### config.mk
export PLATFORM = sky130hd
export DESIGN_NAME = alu_vector_engine
export DESIGN_NICKNAME = d
export VERILOG_FILES = /design/src/rtl/alu_vector_engine.sv
export SDC_FILE = /design/constraint.sdc
export NUM_CORES = 1
export LEC_CHECK = 0
export CORE_MARGIN = 2
export CORE_UTILIZATION = 55
export CTS_CLUSTER_SIZE = 12
export DETAILED_ROUTE_END_ITERATION = 8
export PLACE_DENSITY = 0.86
export SYNTH_ARGS = -nofsm -noshare
export SYNTH_HDL_FRONTEND = slang
export SYNTH_SLANG_ARGS = --single-unit
### constraint.sdc
create_clock -name clk -period 2.6 [get_ports clk]
set_clock_uncertainty 0.15 [all_clocks]
set_input_delay 0.26 -clock clk [delete_from_list [all_inputs] [get_ports clk]]
set_output_delay 0.26 -clock clk [all_outputs]
set_load 0.01 [all_outputs]
### src/rtl/alu_vector_engine.sv
// Vector ALU engine: two operand banks walked element by element through an ALU,
// one registered result per element streamed out over a valid/ready handshake.
module alu_vector_engine #(
    parameter int DATA_WIDTH = 8,
    parameter int ADDR_WIDTH = 4
) (
    input  logic                  clk,
    input  logic                  reset,
    input  logic                  wr_en_a,
    input  logic [ADDR_WIDTH-1:0] wr_addr_a,
    input  logic [DATA_WIDTH-1:0] wr_data_a,
    input  logic                  wr_en_b,
    input  logic [ADDR_WIDTH-1:0] wr_addr_b,
    input  logic [DATA_WIDTH-1:0] wr_data_b,
    input  logic                  cmd_valid,
    output logic                  cmd_ready,
    input  logic [3:0]            cmd_opcode,
    input  logic [ADDR_WIDTH-1:0] cmd_base_a,
    input  logic [ADDR_WIDTH-1:0] cmd_base_b,
    input  logic [ADDR_WIDTH-1:0] cmd_len,
    output logic                  res_valid,
    input  logic                  res_ready,
    output logic [DATA_WIDTH-1:0] res_data,
    output logic                  res_carry,
    output logic                  res_last,
    output logic                  busy
);
    localparam int DEPTH = 2**ADDR_WIDTH;

    typedef enum logic [1:0] {S_IDLE, S_READ, S_EXEC, S_OUT} state_t;

    state_t                r_state;
    state_t                w_state_next;
    logic [DATA_WIDTH-1:0] r_mem_a [DEPTH];
    logic [DATA_WIDTH-1:0] r_mem_b [DEPTH];
    logic [DATA_WIDTH-1:0] r_rd_a;
    logic [DATA_WIDTH-1:0] r_rd_b;
    logic [3:0]            r_opcode;
    logic [ADDR_WIDTH-1:0] r_base_a;
    logic [ADDR_WIDTH-1:0] r_base_b;
    logic [ADDR_WIDTH-1:0] r_len;
    logic [ADDR_WIDTH-1:0] r_idx;
    logic                  r_chain;
    logic [DATA_WIDTH-1:0] r_res_data;
    logic                  r_res_carry;
    logic                  r_res_last;
    logic [ADDR_WIDTH-1:0] w_addr_a;
    logic [ADDR_WIDTH-1:0] w_addr_b;
    logic [DATA_WIDTH:0]   w_full;
    logic [DATA_WIDTH:0]   w_cin;
    logic                  w_accept;
    logic                  w_at_last;

    // Address sums are ADDR_WIDTH wide, so wrap at DEPTH comes for free.
    assign w_addr_a  = r_base_a + r_idx;
    assign w_addr_b  = r_base_b + r_idx;
    assign w_cin     = {{DATA_WIDTH{1'b0}}, r_chain};
    assign w_at_last = (r_idx == r_len);
    assign cmd_ready = (r_state == S_IDLE) && !reset;
    assign w_accept  = cmd_valid && cmd_ready;
    assign busy      = (r_state != S_IDLE);
    assign res_valid = (r_state == S_OUT);
    assign res_data  = r_res_data;
    assign res_carry = r_res_carry;
    assign res_last  = r_res_last;

    // Banks are never cleared; the read is unconditional and only consumed after READ.
    always_ff @(posedge clk) begin
        if (wr_en_a) r_mem_a[wr_addr_a] <= wr_data_a;
        if (wr_en_b) r_mem_b[wr_addr_b] <= wr_data_b;
        r_rd_a <= r_mem_a[w_addr_a];
        r_rd_b <= r_mem_b[w_addr_b];
    end

    always_comb begin
        w_full = '0;
        case (r_opcode)
            4'd0: w_full = {1'b0, r_rd_a} + {1'b0, r_rd_b};
            4'd1: w_full = {1'b0, r_rd_a} - {1'b0, r_rd_b};
            4'd2: w_full = {1'b0, r_rd_a & r_rd_b};
            4'd3: w_full = {1'b0, r_rd_a | r_rd_b};
            4'd4: w_full = {1'b0, r_rd_a ^ r_rd_b};
            4'd5: w_full = {1'b0, ~r_rd_a};
            4'd6: w_full = {r_rd_a, 1'b0};
            4'd7: w_full = {r_rd_a[0], 1'b0, r_rd_a[DATA_WIDTH-1:1]};
            // Two's-complement wrap leaves the borrow in the top bit.
            4'd8: w_full = {1'b0, r_rd_a} + {1'b0, r_rd_b} + w_cin;
            4'd9: w_full = {1'b0, r_rd_a} - {1'b0, r_rd_b} - w_cin;
            default: w_full = '0;
        endcase
    end

    always_comb begin
        w_state_next = r_state;
        case (r_state)
            S_IDLE: if (w_accept) w_state_next = S_READ;
            S_READ: w_state_next = S_EXEC;
            S_EXEC: w_state_next = S_OUT;
            S_OUT:  if (res_ready) w_state_next = w_at_last ? S_IDLE : S_READ;
            default: w_state_next = S_IDLE;
        endcase
    end

    always_ff @(posedge clk) begin
        if (reset) begin
            r_state     <= S_IDLE;
            r_opcode    <= '0;
            r_base_a    <= '0;
            r_base_b    <= '0;
            r_len       <= '0;
            r_idx       <= '0;
            r_chain     <= 1'b0;
            r_res_data  <= '0;
            r_res_carry <= 1'b0;
            r_res_last  <= 1'b0;
        end else begin
            r_state <= w_state_next;
            if (w_accept) begin
                r_opcode <= cmd_opcode;
                r_base_a <= cmd_base_a;
                r_base_b <= cmd_base_b;
                r_len    <= cmd_len;
                r_idx    <= '0;
                r_chain  <= 1'b0;
            end
            if (r_state == S_EXEC) begin
                r_res_data  <= w_full[DATA_WIDTH-1:0];
                r_res_carry <= w_full[DATA_WIDTH];
                r_res_last  <= w_at_last;
                r_chain     <= w_full[DATA_WIDTH];
            end
            if (r_state == S_OUT && res_ready && !w_at_last) begin
                r_idx <= r_idx + 1'b1;
            end
        end
    end
endmodule

Word level (Yosys, flattened, before mapping)
Memory sizes are Yosys's and may differ from the RTL's. A register that Yosys moved wholly into a read port is not among the register bits.
Cells that the tools add are included.
Storage, ports and cells
  bits of input ports: 46
  bits in writable memories: 256
  word-level logic and storage cells: 63
  bits in registers: 33
  output and inout port bits: 13
  memories: 2
Memory list
  r_mem_a: depth 16, width 8, rd ports 1, clocked after memory_dff 1, wr ports 1, line 34  | logic [DATA_WIDTH-1:0] r_mem_a [DEPTH];
  r_mem_b: depth 16, width 8, rd ports 1, clocked after memory_dff 1, wr ports 1, line 35  | logic [DATA_WIDTH-1:0] r_mem_b [DEPTH];
Cells by class
  bitwise logic cells: 4
  mux-type cells: 13
  equality and inequality tests: 15
  add/sub/neg operators: 7
  reduce and logical (&&, ||, !) cells: 12
Operators with widths (count)
  9-bit case mux with 10 select lines: 1
  4-bit by 3-bit equality test with 1-bit output, second input constant: 4
  8-bit by 8-bit adder with 9-bit output: 1
  9-bit by 1-bit adder with 9-bit output: 1
  8-bit by 8-bit subtractor with 9-bit output: 1
  9-bit by 1-bit subtractor with 9-bit output: 1
  4-bit adder: 2
  8-bit bitwise AND: 1
  4-bit by 2-bit equality test with 1-bit output, second input constant: 2
  4-bit equality test, second input constant: 2
  4-bit two-way mux: 2
  8-bit inverter: 1
  8-bit OR: 1
  2-bit case mux with 4 select lines: 1
  8-bit bitwise XOR: 1
  1-bit two-way mux: 7
  2-bit nonzero test: 3
  4-bit by 1-bit adder with 4-bit output, second input constant: 1
  2-bit equality test, second input constant: 2
  4-bit by 1-bit equality test with 1-bit output, second input constant: 1
  4-bit equality test: 1
  1-bit logical AND: 4
  4-bit logical NOT: 1
  2-bit two-way mux: 2
  6 further kinds: 7

Longest topological paths before layout
Gate-level depths: netlist (run 1).
  word-level depth: 5
  depth in mapped cells: 13
  mapped depth without buffers: 13

Worst setup path before layout (run 1)
Ideal clock, no wire load.
  kind: reg-to-reg
  start point: register r_idx[0]
  end point: register r_rd_a[5] (read register of r_mem_a)
  stages on the path, launching flop included: 9
  data required time: 2.317 ns
  buffers on the path: 2
  arrival: 2.453 ns
  setup time: 0.133 ns
  slack: -0.135 ns
  path through: dfxtp_1 > ha_1 > inv_1 > fa_1 > clkbuf_1 > clkbuf_1 > mux4_2 > mux2i_1 > a21oi_1
On the way
  longest elaborated chain between the ends: 1
Ends and longest elaborated chain
  start, declared: line 42  | logic [ADDR_WIDTH-1:0] r_idx;
  start signal, assigned: line 133  | r_idx <= r_idx + 1'b1;
  4-bit adder: line 55  | assign w_addr_a = r_base_a + r_idx;
  end, declared: line 36  | logic [DATA_WIDTH-1:0] r_rd_a;
No other way between the ends.
A chain may end at the register's enable or synchronous reset.

Worst setup path after layout (run 1)
  start point: register r_rd_a[4] (read register of r_mem_a)
  end point: register r_res_data[6], in the netlist res_data[6]
On the way
  longest elaborated chain between the ends: 3
  elaborated cells between the ends (all ways): 5
  classes of those cells: add/sub: 4; mux: 1
Ends and longest elaborated chain
  8-bit by 8-bit subtractor with 9-bit output or 8-bit by 8-bit adder with 9-bit output (tied branches)
  9-bit by 1-bit subtractor with 9-bit output or 9-bit by 1-bit adder with 9-bit output (tied branches): line 88, 87
  9-bit case mux with 10 select lines (*): line 77  | case (r_opcode)
  end signal, assigned: line 127  | r_res_data <= w_full[DATA_WIDTH-1:0];
  end, declared: line 44  | logic [DATA_WIDTH-1:0] r_res_data;
Every way passes the cells marked *; elsewhere a longest branch is shown, timed or not.

==> results of run 1 <==
flip-flops by register name (all words and copies together), names as in the netlist:
register and count:
r_mem_a 128, r_state 2, r_opcode 4, r_idx 4
res_last 1, r_base_b 4, r_chain 1, r_base_a 4
r_rd_a 8, res_carry 1, r_mem_b 128, r_len 4
r_rd_b 8, res_data 8
per-stage QoR:
stage | setup TNS (ns) | hold WS [ns]
3_3_place_gp | -0.0536 | 0.302
3_5_place_dp | -0.223 | 0.309
4_1_cts | -0.0836 | 0.106
5_1_grt | -0.468 | 0.130
6_report | -0.0328 | 0.104
2_1_floorplan | 0 | 0.209
cell families after synthesis:
logic type	count (synthesis)
AOI/OAI and AO/OA	150
xor gates and xnor gates	27
adders and majority gates	43
buffers and inverters	84
DFF	305
muxes	89
and+or+nand+nor	242
routing by layer:
layer / GRT usage (%) / up-vias
met3: 3.79 / 97
met2: 41.7 / 566
met5: 0 / -
met4: 10.8 / 0
li1: - / 3925
met1: 32.5 / 4473
Yosys cell counts, types with 23 or more instances:
| cell | instances |
|---|---|
| mux4_2 | 66 |
| nor2_1 | 65 |
| nand2b_1 | 23 |
| edfxtp_1 | 256 |
| clkbuf_1 | 30 |
| nor2b_1 | 24 |
| dfxtp_1 | 49 |
| a211oi_1 | 23 |
| nand2_1 | 54 |
| ha_1 | 39 |
| a21oi_1 | 40 |
| o21ai_0 | 30 |
| inv_1 | 37 |
cells in the final DEF (no fill, tap or decap), types with 7 or more instances in the layout:
| cell | count |
|---|---|
| nand3_1 | 12 |
| xnor2_1 | 17 |
| nor3_1 | 15 |
| clkdlybuf4s50_1 | 58 |
| inv_1 | 32 |
| ha_1 | 28 |
| a21oi_1 | 39 |
| a211oi_1 | 16 |
| nor2b_1 | 23 |
| nand4_1 | 12 |
| mux2i_1 | 16 |
| nand3b_1 | 7 |
| buf_12 | 8 |
| nor2_1 | 65 |
| inv_2 | 7 |
| o21ai_0 | 30 |
| dfxtp_1 | 43 |
| nand2b_1 | 23 |
| nand2_1 | 54 |
| clkbuf_1 | 21 |
| clkbuf_16 | 31 |
| mux4_2 | 66 |
| edfxtp_1 | 256 |
| buf_4 | 96 |
final timing paths:
check,from,end,cells after the start
setup / recovery,r_rd_a[4],res_data[6],9
hold / removal,cmd_len[1],r_len[1],3
setup reg to reg,r_rd_a[4],res_data[6],9
hold reg to reg,r_len[0],r_len[0],2
area by class of cell:
cell class | count | area [um^2]
multi-input combinational | 551 | 5060
clock inverter | 1 | 30.0
timing repair buffer | 165 | 1500
clock buffer | 55 | 896
inverter | 40 | 150
tap | 324 | 405
fill | 1448 | 7750
sequential | 305 | 8680
worst max-delay path, stage by stage, from the launching register on:
cell       delay, ns
dfxtp_2         0.34
inv_1           0.05
ha_1            0.31
or2b_1          0.25
xnor2_1         0.15
or3_4           0.37
a2111oi_4       0.36
xnor2_1         0.13
a221oi_2        0.29
a221oi_2        0.10
where the power goes:
group          switching [W]  internal [W]  total (W)
Sequential          0.000218       0.00560    0.00582
Combinational        0.00357       0.00312    0.00669
Clock                0.00173       0.00240    0.00412
repair_timing:
item	CTS	global route
endpoints found under the setup margin	8	17
setup buffers	3	3
pin swaps	8	14
gates resized for setup	18	37
gates cloned	0	0
==> impl_results.md, run 1 <==
- Outcome: complete, but fails checks
- Failing checks: negative setup slack
- Placed insts: 1379
- Die H: 162 um
- Synth-to-layout area growth: 21.1%
- PortBufs: 58
- Share of the cycle needed by the critical path after routing: 101%
- Worst slack, placed: -0.112 ns
- Top-Level Pins: a little under 60
- CTS buffer count: 30
- Number of core rows: 57
- Detail Route Antenna Nets: 0
- WP data required: around 2.9 ns
- Tot Pwr: 0.0166 W
- Largest family of logic cells by synthesized area: multiplexers
- Largest net degree at the start of global routing: 32
- Core Area: 24500 um^2
- Max Used Layer: met4
- Post-synthesis compound-gate area fraction: roughly 7.5%
- Antenna Cells: 0
- Max H-tree Level: 1
- First-pass GRT wire length: 50.2 mm
- Die width: 162 um
- Worst Setup Slack, final: -0.0328 ns
- Hold Vio Cnt, Final: 0
- Synth async-reset ratio: 0%
- Post-synthesis mux area share: about an eighth
- Unique masters post-synth: 74
- Highest clock rate: 380 MHz
- Syn Inst Count: 940
- Flops & latches, synth: roughly 310
- Hpwl dp: roughly 21 mm
- Pwr dens: 995 nW/um^2
- Post-DP Area: 15500 um^2
- Max_slew headroom: a little over half
- CTS max path bufs: 3
- Synth Area in Simple Gates: between 8 and 9%
- Post-synth top area cell: edfxtp_1
- Worst Max-Slew Pin Slew: 0.708 ns
- Later-pin clock latency in the skew report: roughly 0.56 ns
- Initial Util: 56.4%
- GR Util All Layers: about a quarter
- Wirelength per Cell: 23.1 um
- GR Overflow Total: 0
- Synthesis Warnings: 0
- Final setup viols: 1
- Max Fanout on Critical Path: 2
- Final Cell Area: 16700 um^2
- Leak pwr: 5.78 nW
- DRC Markers: 0
- Tightest Hold Check Type: input port to flop
- Sequential fraction of the synthesis area: about 63%
- WS Path Type: flop to flop
- Slew Viols, Final: 0
- Max IR drop VDD: approximately 570 uV
- Hold_buf cts: 0
- Antenna violations before repair: 0
- Vias per inst: between 6 and 7
- Routed length on met3: 2.72 mm
- Cell Area, Synth: 13800 um^2
- CP Launch Type: flop
- Dominant cells by area after synthesis: edfxtp_1 56%, mux4_2 11%, dfxtp_1 7.1%, ha_1 3.5%, nor2_1 1.8%
- CTS Root Cell: clkbuf_16
- XOR/XNOR share of the synthesized area: 1.77%
- Share of layout cells above drive strength 1: 24.8%
- Max_cap viols: 0
- WL final: 33.3 mm
- Primary FF master, synth: edfxtp_1
- Fin crit period: 2.63 ns
- Clk sinks: 305
- Unrepaired setup endpoints after global routing: yes
- Met2 routed WL: 16.6 mm
- Placer Congestion: 0.954
- Layout Cells excl Fill: 1441
- DR iter-0 viols: 1071
- CP arrival: ~2.9 ns
- Vias in the first global route: 9196
- Mapped Nets: 1029
- Nets: roughly 1200
- Syn Area/Cell: between 10 and 15 um^2
- Router iterations before antenna repair: 5
- Clk pin slew, worst setup/hold paths: 0.06 ns
- TritonCTS clock tree: yes
- R2r setup slk: -0.03 ns
- Adder-cell share of the synthesized area: approximately 4.1%
- Number of flops mapped to enable cells by yosys: 256
- Vias post-DR: 9061
- Met1 WL: 12.9 mm
- Setup crit end kind: flop
- Final design utilization: 68.3%
- DIE AREA: around 26000 um^2
- Post-synth top area share: 55.7%
No activity file was read; power rests on OpenSTA's default activity.
==> run 2, diff against run 1 <==
ABC_CLOCK_PERIOD_IN_PS = 2600   (was unset)
==> results of run 2 <==
Final layout, timing and power as in run 1 (identical DEF).
==> run 3, diff against run 2 <==
CORE_MARGIN = unset   (was 2)
PLACE_DENSITY = 0.76   (was 0.86)
==> impl_results.md, run 3 (synthesis gave the netlist of run 1 again) <==
- Vias post-DR: 8663
- Crit-path max cell delay: around 0.38 ns
- TritonCTS clock tree: yes
- Later-pin clock latency in the skew report: approximately 0.56 ns
- Storage element area: 8680 um^2
- Outcome: complete, but fails checks
- Die H: ~160 um
- Most frequent cells in the layout: 256 x edfxtp_1, 114 x buf_4, 66 x mux4_2
- Synth-to-layout area growth: 23.0%
- Leak pwr: 5.92 nW
- Fin crit period: about 2.6 ns
- Nets: 1202
- Vias per inst: 5.93
- Tightest Hold Check Type: input port to flop
- Max IR drop VDD: 654 uV
- Unrepaired setup endpoints after global routing: yes
- Tot Pwr: about 0.017 W
- Clk pin slew, worst setup/hold paths: ~0.060 ns
- Reg power frac: 34.5%
- DIE AREA: between 20000 and 30000 um^2
- Router iterations before antenna repair: 5
- First-pass GRT wire length: 48.3 mm
- Failing checks: negative setup slack
- Largest regs: r_mem_a (128), r_mem_b (128)
- P_sw: 0.00555 W
- Most frequent CP cell: nand4_1
- Switch share: between 30 and 40%
- Slew Viols, Final: 0
- Worst Max-Slew Pin Slew: 1.23 ns
- Wirelength per Cell: around 21 um
- Top-Level Pins: 59
- Highest clock rate: 380 MHz
- WS Path Type: flop to flop
- Antenna violations before repair: 0
- Hold Vio Cnt, Final: 0
- CTS buffer count: 31
- Worst path slowest cell: dfxtp_1
- Area of the multi-input gates: 5130 um^2
- Clock network fraction of total power: 24.6%
- Vias in the first global route: 8667
- M1 GR Usage: 34.6%
- Largest net degree at the start of global routing: 25
- Max_slew headroom: 17.2%
- Number of core rows: 57
- Max Fanout on Critical Path: 4
- GR Overflow Total: 0
- Buf+Inv Stages, Crit Path: 1
- Logic gate share of total power: 40.9%
- Clk sinks: 305
- Max_cap viols: 0
- Placer Congestion: 0.902
- Share of the cycle needed by the critical path after routing: 101%
- Die width: 160 um
- CTS Root Cell: clkbuf_16
- Worst slack, placed: -0.143 ns
- Most Crowded Layer GR: met2
- Setup crit end kind: flop
- CP Launch Type: flop
- Cell Int Power: 0.0114 W
- Most common cell after layout, fill and taps aside: edfxtp_1
- CTS max path bufs: 3
- Antenna Cells: 0
- CP top delay family: simple AND/OR/NAND/NOR gates
- PortBufs: 58
- Final setup viols: 2
- GR Util All Layers: about a quarter
- Filler cells: approximately 1600
- WL final: 31.2 mm
- Share of layout cells above drive strength 1: between 20 and 30%
- Detail Route Antenna Nets: 0
- Initial Util: approximately 56%
- Met2 usage: 40.0%
- Max H-tree Level: 1
- DRC Markers: 0
- Worst Setup Slack, final: -0.0302 ns
- Hpwl dp: 20.5 mm
- Smallest hold slack: 0.0851 ns
- TNS Setup: -0.0552 ns
- DR iter-0 viols: 920
- Core Area: 24500 um^2
- Met3 usage: 3.69%
- Crit path cell chain: inv_1 -> ha_1 -> or2_2 -> and3_4 -> o311ai_4 -> nand4_1 -> or3_1 -> nand4_1 -> nand3_1
- Hold_buf cts: 0
- WP data required: 2.90 ns
- Pwr dens: 996 nW/um^2
- CP arrival: 2.93 ns
==> run 3: area by class of cell <==
cell class              count  share of cell area [%]
well taps                 324                    2.39
flip-flops and latches    305                    51.1
multi-input cells         551                    30.2
clock buffers              50                    5.05
inverters                  40                   0.914
clock inverters             8                   0.553
repair buffers            184                    9.74
==> run 3: worst paths after layout <==
check,slack [ns],startpoint,to,cells after the start
setup reg to reg,-0.03,r_rd_b[3],res_carry,9
setup / recovery,-0.03,r_rd_b[3],res_carry,9
hold / removal,0.09,cmd_opcode[0],r_opcode[0],3
hold reg to reg,0.32,res_data[3],res_data[3],2
==> run 3: layer usage <==
layer  vias to the layer above  part of all wire [%]
met1                      4316                    42
met3                        52                   6.3
met5                         -                     0
li1                       3967                     -
met2                       328                    50
met4                         0                   2.0
==> run 3: timing repair <==
item                                    in CTS  in global routing
setup buffers                                4                  6
resized for setup                           20                 49
pin swaps                                    9                 22
endpoints found under the hold margin        0                  0
endpoints found under the setup margin       6                 11
==> run 3: worst register-to-register path, delay by kind of cell (launching register included) <==
family                     cells  cell delay (ns)
and+or+nand+nor                6             1.32
AOI/OAI and AO/OA              1             0.24
buffers and inverters          1             0.08
DFF                            1             0.38
adders and majority gates      1             0.36
==> run 3: per-stage QoR <==
| stage | cells | instance area (um^2) | util (%) |
|---|---|---|---|
| 4_1_cts | 1456 | 16700 | 68.2 |
| 2_1_floorplan | 940 | 13800 | - |
| 3_5_place_dp | 1394 | 15600 | 63.9 |
| 3_3_place_gp | 1394 | 15600 | 63.9 |
| 5_1_grt | 1462 | 17000 | 69.4 |
| 6_report | 1462 | 17000 | 69.4 |
==> run 3: power groups by stage <==
stage / sequential, W / clock (W) / combinational, W
after floorplan: 0.00587 / 0 / 0.00376
after global placement: 0.00589 / 0 / 0.00593
after detailed placement: 0.00590 / 0 / 0.00597
after CTS: 0.00581 / 0.00423 / 0.00620
after global routing: 0.00586 / 0.00443 / 0.00744
final: 0.00584 / 0.00416 / 0.00691
